<file path="src/rtl/serial_add_ctrl.sv">
// Parallel-side controller for a bit-serial adder: loads operands, streams them LSB-first,
// collects the serial sum and carry-out. Define SERADD_OVERFLOW_EN to enable the signed-overflow flag.
module serial_add_ctrl #(
  parameter int WIDTH = 8
) (
  input  logic             clk,
  input  logic             reset,
  input  logic             in_valid,
  output logic             in_ready,
  input  logic [WIDTH-1:0] a,
  input  logic [WIDTH-1:0] b,
  output logic             ser_clr,
  output logic             ser_x,
  output logic             ser_y,
  input  logic             ser_s,
  output logic             out_valid,
  input  logic             out_ready,
  output logic [WIDTH-1:0] sum,
  output logic             cout,
  output logic             ovf
);

  localparam int CNT_W = $clog2(WIDTH + 1);
  localparam logic [CNT_W-1:0] LAST_K = CNT_W'(WIDTH);
`ifdef SERADD_OVERFLOW_EN
  localparam logic [CNT_W-1:0] MSB_K  = CNT_W'(WIDTH - 1);
`endif

  typedef enum logic [1:0] {
    IDLE,
    CLEAR,
    SHIFT,
    DONE
  } state_e;

  state_e           state_q, state_d;
  logic [CNT_W-1:0] cnt_q, cnt_d;
  logic [WIDTH-1:0] a_q, a_d;
  logic [WIDTH-1:0] b_q, b_d;
  logic [WIDTH-1:0] sum_q, sum_d;
  logic             cout_q, cout_d;
`ifdef SERADD_OVERFLOW_EN
  logic             ovf_q, ovf_d;
`endif

  // Control and result state; reset discards any in-flight operation.
  always_ff @(posedge clk) begin
    if (reset) begin
      state_q <= IDLE;
      cnt_q   <= '0;
      sum_q   <= '0;
      cout_q  <= 1'b0;
`ifdef SERADD_OVERFLOW_EN
      ovf_q   <= 1'b0;
`endif
    end else begin
      state_q <= state_d;
      cnt_q   <= cnt_d;
      sum_q   <= sum_d;
      cout_q  <= cout_d;
`ifdef SERADD_OVERFLOW_EN
      ovf_q   <= ovf_d;
`endif
    end
  end

  // NOTE: operand shift registers carry no reset; they are always reloaded on acceptance
  // before any bit of them reaches the adder.
  always_ff @(posedge clk) begin
    a_q <= a_d;
    b_q <= b_d;
  end

  always_comb begin
    // NOTE: every output and next-state value gets a default first, so no path infers a latch.
    state_d   = state_q;
    cnt_d     = cnt_q;
    a_d       = a_q;
    b_d       = b_q;
    sum_d     = sum_q;
    cout_d    = cout_q;
`ifdef SERADD_OVERFLOW_EN
    ovf_d     = ovf_q;
`endif
    in_ready  = 1'b0;
    out_valid = 1'b0;
    ser_clr   = 1'b0;
    ser_x     = 1'b0;
    ser_y     = 1'b0;

    case (state_q)
      IDLE: begin
        in_ready = 1'b1;
        ser_clr  = 1'b1;
        if (in_valid) begin
          a_d     = a;
          b_d     = b;
          state_d = CLEAR;
        end
      end

      CLEAR: begin
        ser_clr = 1'b1;
        cnt_d   = '0;
        state_d = SHIFT;
      end

      SHIFT: begin
        if (cnt_q == LAST_K) begin
          // With x=y=0 the adder's sum bit is its stored carry.
          cout_d  = ser_s;
          state_d = DONE;
        end else begin
          ser_x = a_q[0];
          ser_y = b_q[0];
          a_d   = a_q >> 1;
          b_d   = b_q >> 1;
          sum_d = {ser_s, sum_q[WIDTH-1:1]};
          cnt_d = cnt_q + CNT_W'(1);
`ifdef SERADD_OVERFLOW_EN
          if (cnt_q == MSB_K) begin
            ovf_d = (ser_x == ser_y) && (ser_s != ser_x);
          end
`endif
        end
      end

      DONE: begin
        out_valid = 1'b1;
        if (out_ready) begin
          state_d = IDLE;
        end
      end

      default: state_d = IDLE;
    endcase
  end

  assign sum  = sum_q;
  assign cout = cout_q;
`ifdef SERADD_OVERFLOW_EN
  assign ovf  = ovf_q;
`else
  assign ovf  = 1'b0;
`endif

endmodule

</file>
<file path="config.mk">
export PLATFORM = sky130hd
export DESIGN_NAME = serial_add_ctrl
export DESIGN_NICKNAME = d
export VERILOG_FILES = /design/src/rtl/serial_add_ctrl.sv
export SDC_FILE = /design/constraint.sdc
export NUM_CORES = 1
export LEC_CHECK = 0
export CAP_MARGIN = 30
export CORE_MARGIN = 3
export CORE_UTILIZATION = 35
export DETAILED_ROUTE_END_ITERATION = 10
export PLACE_DENSITY_LB_ADDON = 0.25
export SLEW_MARGIN = 0
export SYNTH_ARGS = -nofsm -noshare
export SYNTH_HDL_FRONTEND = slang
export SYNTH_SLANG_ARGS = --single-unit
</file>
<file path="constraint.sdc">
create_clock -name clk -period 4.43 [get_ports clk]
set_input_delay 0.886 -clock clk [delete_from_list [all_inputs] [get_ports clk]]
set_output_delay 0.886 -clock clk [all_outputs]
set_load 0.1 [all_outputs]
</file>
==> results.toml, run 1 <==
[routing]
wl_um = 2890
drt_first_pass_iters = 4
ant_nets = 0
wl_per_cell_um = 13.5
drc_errors = 0
viasPerCell = 4.97
vias = 1064
dr.first_iter.drc_count = 48

[worst_setup_path]
r2r_cells = 6
crit_path_start = "state_q[0]"
endpoint_kind = "primary output"
crit_type = "reg -> out"
required_ps = 3540
crit_path_max_fanout = 4
slowest_stage = "clkdlybuf4s50_1"
crit_path_cell_trace = "inv_1 > ha_1 > or2_2 > clkdlybuf4s50_1"
cp.arrival_ps = 2250
rrSetupSlack_ps = 2400
crit_path_end = "ser_clr"
reg2reg_from = "state_q[0]"
cpPeakStageDelay_ps = 970
reg2reg_to = "a_q[0]"
critPathLaunchType = "flip-flop"

[floorplan]
std_cell_rows = 23
die_w_um = 71.5
ioPinCount = 36
core_um2 = 4060
initial_core_util = 0.370
die_h_um = 71.5
dieArea_um2 = 5110

[final_layout]
nets = 190
finalInstanceArea_um2 = 1970
layout-drive-gt1-share = 0.189
num_antenna_cells = 0
area_growth_pct = 31.3

[yosys]
synth_area_um2 = 1500
synthCells = 129
syn-num-nets = 156
yosysUniqueCellTypes = 31
ys_ff_latch = 31
synth-edff-count = 16
synth_async_sr_flop_share = 0
synth.avg_cell_area_um2 = 11.6
synthTopCellsByArea = "edfxtp_1 32%, dfxtp_1 20%, mux2_2 11%"
synth_most_common_cell = "edfxtp_1"
synth-seq-area-share = 0.520
synthTopCellsByCount = "16 x edfxtp_1, 15 x dfxtp_1, 14 x mux2_2, 12 x a21oi_1, 11 x nand3_1"
synth.yosys.warnings = 0
synth_top_area_frac = 0.320
synth_top_area_cell = "edfxtp_1"
synth_ff_type = "edfxtp_1"

[timing]
drv_slew = 0
fmaxAchievable_mhz = 319
period_share = 0.707
slew_headroom = 0.348
grt_setup_unrepaired = "no"
tns_ps = 0
finalSetupViolations = 0
tightest_slew_ps = 975
hold_viol_final = 0
skew_ps = 4.28
post-route-min-period_ps = 3130

[clock_tree]
cts_hold_buf = 0
cts_tree = "built"
clk_pin_slew_ps = 60
clockBufferDepth = 2
clock-sinks = 31
cts_setup_buffers = 0
h-tree-depth = 2
clockRootBuffer = "clkbuf_8"
cts-resized-gates = 0
cts_buffers = 5
insertion_delay_ps = 280

[run_status]
status = "completed"

[global_routing]
antenna_found_initial = 0
grt_pass1_wl_um = 4730
grt_overflow = 0
globalRouteTotalUtil = 0.123
grt_max_degree = 38
grt_pass1_vias = 1083

[pwr]
p_leak_nw = 0.692
powerDensity_nw_per_um2 = 640
total_power_mw = 1.26
ir_drop_mv = 0.320

[placed_design]
placed_area_um2 = 1860
gp_congestion = 0.756
portBuffers = 34
dp_hpwl_um = 2060

[hold_path]
hold_path.class = "reg -> reg"

[flow_run]
drv_cap = 0
-- flip-flops by register name, summed over array words and instances (netlist names) --
register,count
a_q,8
cout,1
sum,8
state_q,2
b_q,8
cnt_q,4
-- power by group --
part           internal, mW  switching [mW]  leakage (nW)  total [mW]
clock network         0.164           0.102        0.0556       0.266
logic                 0.174           0.353         0.359       0.527
registers             0.435          0.0326         0.277       0.468
total                 0.773           0.488         0.692        1.26
-- worst min path at each step --
stage,to,startpoint,cells past startpoint
finish,sum[6],sum[7],2
global route,sum[6],sum[7],2
CTS,sum[5],sum[6],2
detailed placement,sum[6],sum[7],2
global placement,sum[0],sum[0],2
floorplan,state_q[1],state_q[1],2
-- through the flow --
stage               hold WS (ps)  utilization  worst slack (ps)  std cells
global placement             463        0.456              1630        205
finish                       482        0.485              1300        214
global route                 498        0.485              1220        214
floorplan                    481            -              1520        129
detailed placement           475        0.459              1580        206
CTS                          482        0.485              1270        214
-- cell type report --
class	count	area, um2
repair buffers	36	354
fillers	360	2090
clock inverters	3	38.8
inverters	6	22.5
multi-input cells	83	642
flip-flops and latches	31	781
clock buffers	5	68.8
well taps	50	62.6
-- cell usage in the layout (no fill, tap or decap), types with 2 or more instances in the layout --
master,instances
a21oi_1,12
and3_1,2
buf_4,3
clkbuf_8,5
clkdlybuf4s50_1,32
dfxtp_1,15
edfxtp_1,16
ha_1,6
inv_1,6
mux2_2,14
mux2i_1,3
nand2_1,2
nand2b_1,4
nand3_1,11
nand4b_1,2
nor2_1,2
nor2b_1,3
nor3_1,2
o21ai_0,8
-- critical path: cells and delay by family, from the launching register on --
kind,cells,cell delay (ps)
adders and majority gates,1,230
and+or+nand+nor,1,300
DFF,1,380
buffers and inverters,2,1050
-- per-layer routing --
layer	global-route usage	part of all wire	up-vias
met5	0	0	-
met4	0.0772	0.022	0
met3	0.0477	0.065	6
met2	0.201	0.48	27
met1	0.133	0.43	500
li1	-	-	531
-- cell families after synthesis --
group,synth area share
AO/OA/AOI/OAI,0.118
adder cells (fa/ha/maj),0.0500
buffers and inverters,0.0550
flip-flops,0.520
multiplexers,0.125
other,0.00250
AND/OR/NAND/NOR,0.129
No activity file was read; power rests on OpenSTA's default activity.
==> run 2: changes to the inputs <==
==> constraint.sdc (replaced) <==
create_clock -name clk -period 3.3 [get_ports clk]
set_input_delay 0.66 -clock clk [delete_from_list [all_inputs] [get_ports clk]]
set_output_delay 0.66 -clock clk [all_outputs]
set_load 0.1 [all_outputs]
==> run 2 against run 1 <==
  * Combinational power rose by 34%
  * Critical endpoint is now ser_y
  * Power rose by 28%
  * Wire length fell by 2.6%
  * Largest power group unchanged
==> results.toml, run 2 (synthesis gave the netlist of run 1 again) <==
[final_layout]
layoutNonFillerInstCount = 214
layout-drive-gt1-share = 0.256
layout_common_cells = "20 x clkdlybuf4s50_1, 16 x edfxtp_1, 15 x dfxtp_1, 14 x mux2_2, 14 x buf_4"
final_common_cell = "clkdlybuf4s50_1"
num_antenna_cells = 0
nets = 190
area_growth_pct = 28.9

[routing]
wl_per_cell_um = 13.2
viasPerCell = 5.00
drc_errors = 0
wl_um = 2820
drt_first_pass_iters = 4
dr.first_iter.drc_count = 72
vias = 1071
ant_nets = 0

[clock_tree]
cts_hold_buf = 0
clk_pin_slew_ps = 60
cts_tree = "built"
clockBufferDepth = 2
clockRootBuffer = "clkbuf_8"
cts-resized-gates = 0
clock-sinks = 31
insertion_delay_ps = 280
cts_setup_buffers = 0
h-tree-depth = 2
cts_buffers = 5

[run_status]
status = "completed"

[pwr]
powerDensity_nw_per_um2 = 836
pwr-share-seq = 0.389
ir_drop_mv = 0.342
combPwrFrac = 0.438
p_leak_nw = 0.704
clock_power_share = 0.173
swShare = 0.400
switching_power_uw = 647
p_int_uw = 969

[hold_path]
hold_path.class = "reg -> reg"
min_from = "sum[0]"
hold_depth = 2
holdPathEnd = "sum[0]"

[worst_setup_path]
required_ps = 2640
r2r_cells = 6
crit_path_max_fanout = 13
endpoint_kind = "primary output"
crit_path_cell_trace = "inv_1 > ha_1 > nand3b_4 > and3_1 > buf_12"
cp.arrival_ps = 1640
slowest_stage = "dfxtp_1"
cpPeakStageDelay_ps = 390
crit_type = "reg -> out"
rrSetupSlack_ps = 1300
reg2reg_to = "a_q[4]"
reg2reg_from = "state_q[0]"
critPathLaunchType = "flip-flop"

[global_routing]
grt_overflow = 0
grt_max_degree = 31
globalRouteTotalUtil = 0.122
antenna_found_initial = 0
grt_pass1_wl_um = 4850
grt_pass1_vias = 1076

[flow_run]
drv_cap = 0

[timing]
hold_viol_final = 0
drv_slew = 0
tns_ps = 0
slew_headroom = 0.605
period_share = 0.697
fmaxAchievable_mhz = 435
grt_setup_unrepaired = "no"
tightest_slew_ps = 591
skew_ps = 2.71
post-route-min-period_ps = 2300
finalSetupViolations = 0
hold_ws_ps = 477

[placed_design]
dp.cells = 206
gp_congestion = 0.769
dp_hpwl_um = 2010
portBuffers = 34

[floorplan]
die_w_um = 71.5
initial_core_util = 0.370
ioPinCount = 36
die_h_um = 71.5
std_cell_rows = 23
dieArea_um2 = 5110
core_um2 = 4060
==> run 2: routing by layer <==
layer / wire length (um) / part of all wire / global-route usage / up-vias
li1: - / - / - / 533
met1: 1170 / 0.42 / 0.145 / 499
met2: 1400 / 0.50 / 0.197 / 32
met3: 189 / 0.067 / 0.0449 / 7
met4: 53 / 0.019 / 0.0564 / 0
met5: 0 / 0 / 0 / -
==> run 2: how the worst max path moves through the flow <==
stage,slack [ps],start,endpoint,cells after the start
CTS,970,cnt_q[0],ser_y,5
floorplan,390,state_q[0],a_q[0],4
global route,890,cnt_q[0],ser_y,5
global placement,1340,state_q[0],a_q[5],6
finish,1000,cnt_q[0],ser_y,5
detailed placement,1270,state_q[0],a_q[4],6
==> run 2: worst max-delay path, delay by kind of cell, from the launching register on <==
kind          cells  cell delay, ps
flops             1             390
simple gates      2             430
fa+ha+maj         1             270
buf+inv           2             270
==> run 2: power groups by stage <==
stage / Sequential, mW / Combinational (mW) / Clock (mW)
after floorplan: 0.648 / 0.541 / 0
after global placement: 0.631 / 0.706 / 0
after detailed placement: 0.639 / 0.720 / 0
after CTS: 0.632 / 0.722 / 0.289
after global routing: 0.645 / 0.766 / 0.309
final: 0.629 / 0.707 / 0.280
==> run 2: area by class of cell <==
| class | count | area [um2] |
|---|---|---|
| fillers | 386 | 2120 |
| well taps | 50 | 62.6 |
| clock buffers | 7 | 76.3 |
| flip-flops and latches | 31 | 781 |
| multi-input cells | 83 | 642 |
| clock inverters | 1 | 5.00 |
| inverters | 6 | 22.5 |
| repair buffers | 36 | 345 |
==> run 2: stage by stage <==
stage	util	total power, mW	setup WS (ps)	cell area (um2)
after floorplan	-	1.19	391	1500
after global placement	0.457	1.34	1340	1850
after detailed placement	0.457	1.36	1270	1850
after CTS	0.477	1.64	973	1930
after global routing	0.477	1.72	892	1930
final	0.477	1.62	999	1930
==> run 3: changes to the inputs <==
==> constraint.sdc (replaced) <==
create_clock -name clk -period 2.32 [get_ports clk]
set_input_delay 0.464 -clock clk [delete_from_list [all_inputs] [get_ports clk]]
set_output_delay 0.464 -clock clk [all_outputs]
set_load 0.1 [all_outputs]
==> run 3 against run 2 <==
  * Die area did not move
  * Largest power group unchanged
  * Clock skew is 5.4 ps higher
  * Power increased by 52%
  * Register-to-register slack lost 770 ps
  * Sequential share of layout area shrank 0.89 points
  * Core utilization up 1.1 points
  * Largest cell class unchanged
  * Sequential cell count unchanged
  * First-iteration DRC count grew 19%
  * Final area grew 2.3%
==> results.toml, run 3 (synthesis gave the netlist of run 1 again) <==
[run_status]
status = "completed"

[floorplan]
dieArea_um2 = 5110
std_cell_rows = 23
initial_core_util = 0.370
ioPinCount = 36
die_w_um = 71.5
die_h_um = 71.5
core_um2 = 4060

[worst_setup_path]
reg2reg_from = "state_q[0]"
required_ps = 1860
reg2reg_to = "a_q[1]"
cpPeakStageDelay_ps = 400
endpoint_kind = "primary output"
r2r_cells = 6
cp_top_family = "simple AND/OR/NAND/NOR gates"
path_buf_inv = 2
slowest_stage = "dfxtp_1"
critPathLaunchType = "flip-flop"
cp.arrival_ps = 1660
rrSetupSlack_ps = 530
crit_path_cell_trace = "inv_1 > ha_1 > nand3b_4 > and3_1 > buf_12"
crit_type = "reg -> out"
crit_path_max_fanout = 13

[pwr]
powerDensity_nw_per_um2 = 1240
p_leak_nw = 0.726
ir_drop_mv = 0.465

[routing]
drt_first_pass_iters = 4
drc_errors = 0
wl_per_cell_um = 13.3
viasPerCell = 5.04
ant_nets = 0
dr.first_iter.drc_count = 86
wl_um = 2870
vias = 1088

[clock_tree]
clock-sinks = 31
cts-resized-gates = 0
cts_setup_buffers = 0
clk_pin_slew_ps = 70
h-tree-depth = 2
cts_buffers = 5
clockRootBuffer = "clkbuf_8"
insertion_delay_ps = 280
cts_hold_buf = 0
cts_tree = "built"
clockBufferDepth = 2

[flow_run]
drv_cap = 0

[final_layout]
area_growth_pct = 31.9
nets = 192
layout_common_cells = "20 x clkdlybuf4s50_1, 16 x edfxtp_1, 16 x buf_4, 15 x dfxtp_1, 14 x mux2_2"
final_common_cell = "clkdlybuf4s50_1"
num_antenna_cells = 0
layout-drive-gt1-share = 0.277
n_fill_cell = 375

[placed_design]
dp_hpwl_um = 2060
portBuffers = 34
gp_congestion = 0.764

[timing]
slew_headroom = 0.576
tns_ps = 0
drv_slew = 0
fmaxAchievable_mhz = 472
skew_ps = 8.07
grt_setup_unrepaired = "no"
hold_viol_final = 0
hold_ws_ps = 475
finalSetupViolations = 0
post-route-min-period_ps = 2120
tightest_slew_ps = 634
period_share = 0.913

[hold_path]
hold_path.class = "reg -> reg"
holdPathEnd = "sum[0]"
min_from = "sum[0]"
hold_depth = 2

[global_routing]
grt_pass1_wl_um = 4710
grt_pass1_vias = 1105
antenna_found_initial = 0
grt_max_degree = 19
globalRouteTotalUtil = 0.116
grt_overflow = 0
[run 3: changes by cell type in the layout (fill, tap and decap cells not counted)]
cell       change
bufinv_16      +1
buf_4          +2
ha_1           -1
clkbuf_1       -2
ha_2           +1
clkinv_1       +1
[run 3: metrics by stage]
step	instances	setup slack (ps)	power, mW	area, um2	util
after floorplan	129	132	1.70	1510	-
after global placement	208	565	1.94	1870	0.461
final	216	201	2.45	1980	0.488
after CTS	216	186	2.49	1980	0.488
after detailed placement	208	507	1.97	1870	0.461
after global routing	216	127	2.59	1980	0.488
[run 3: worst max path at each step]
stage                     cells after the start  endpoint  slack, ps      from
after global placement                        5     ser_x        570  cnt_q[0]
after global routing                          5     ser_y        130  cnt_q[0]
after floorplan                               5     ser_y        130  cnt_q[0]
final                                         5     ser_y        200  cnt_q[0]
after detailed placement                      5     ser_y        510  cnt_q[0]
after CTS                                     5     ser_y        190  cnt_q[0]
[run 3: worst min-delay path, cell delays in order, from the launching register on]
cell and delay [ps]:
dfxtp_1 310, o21ai_0 60, a21oi_1 60
[run 3: routing by layer]
| layer | global-route usage | part of all wire |
|---|---|---|
| met5 | 0 | 0 |
| met4 | 0.0418 | 0.0056 |
| met3 | 0.0449 | 0.062 |
| met2 | 0.198 | 0.51 |
| met1 | 0.133 | 0.43 |
[run 3: power by group]
part / switching, mW / total [mW] / internal (mW) / leakage, nW
clock network: 0.196 / 0.511 / 0.314 / 0.0556
registers: 0.0638 / 0.894 / 0.831 / 0.277
logic: 0.686 / 1.05 / 0.364 / 0.393
total: 0.946 / 2.45 / 1.51 / 0.726
[run 3: cell type report]
type	instances	area, um2	area share
clock inverters	3	38.8	0.0196
well taps	50	62.6	0.0316
repair buffers	38	360	0.182
multi-input cells	83	644	0.326
clock buffers	5	68.8	0.0348
flip-flops and latches	31	781	0.395
inverters	6	22.5	0.0114
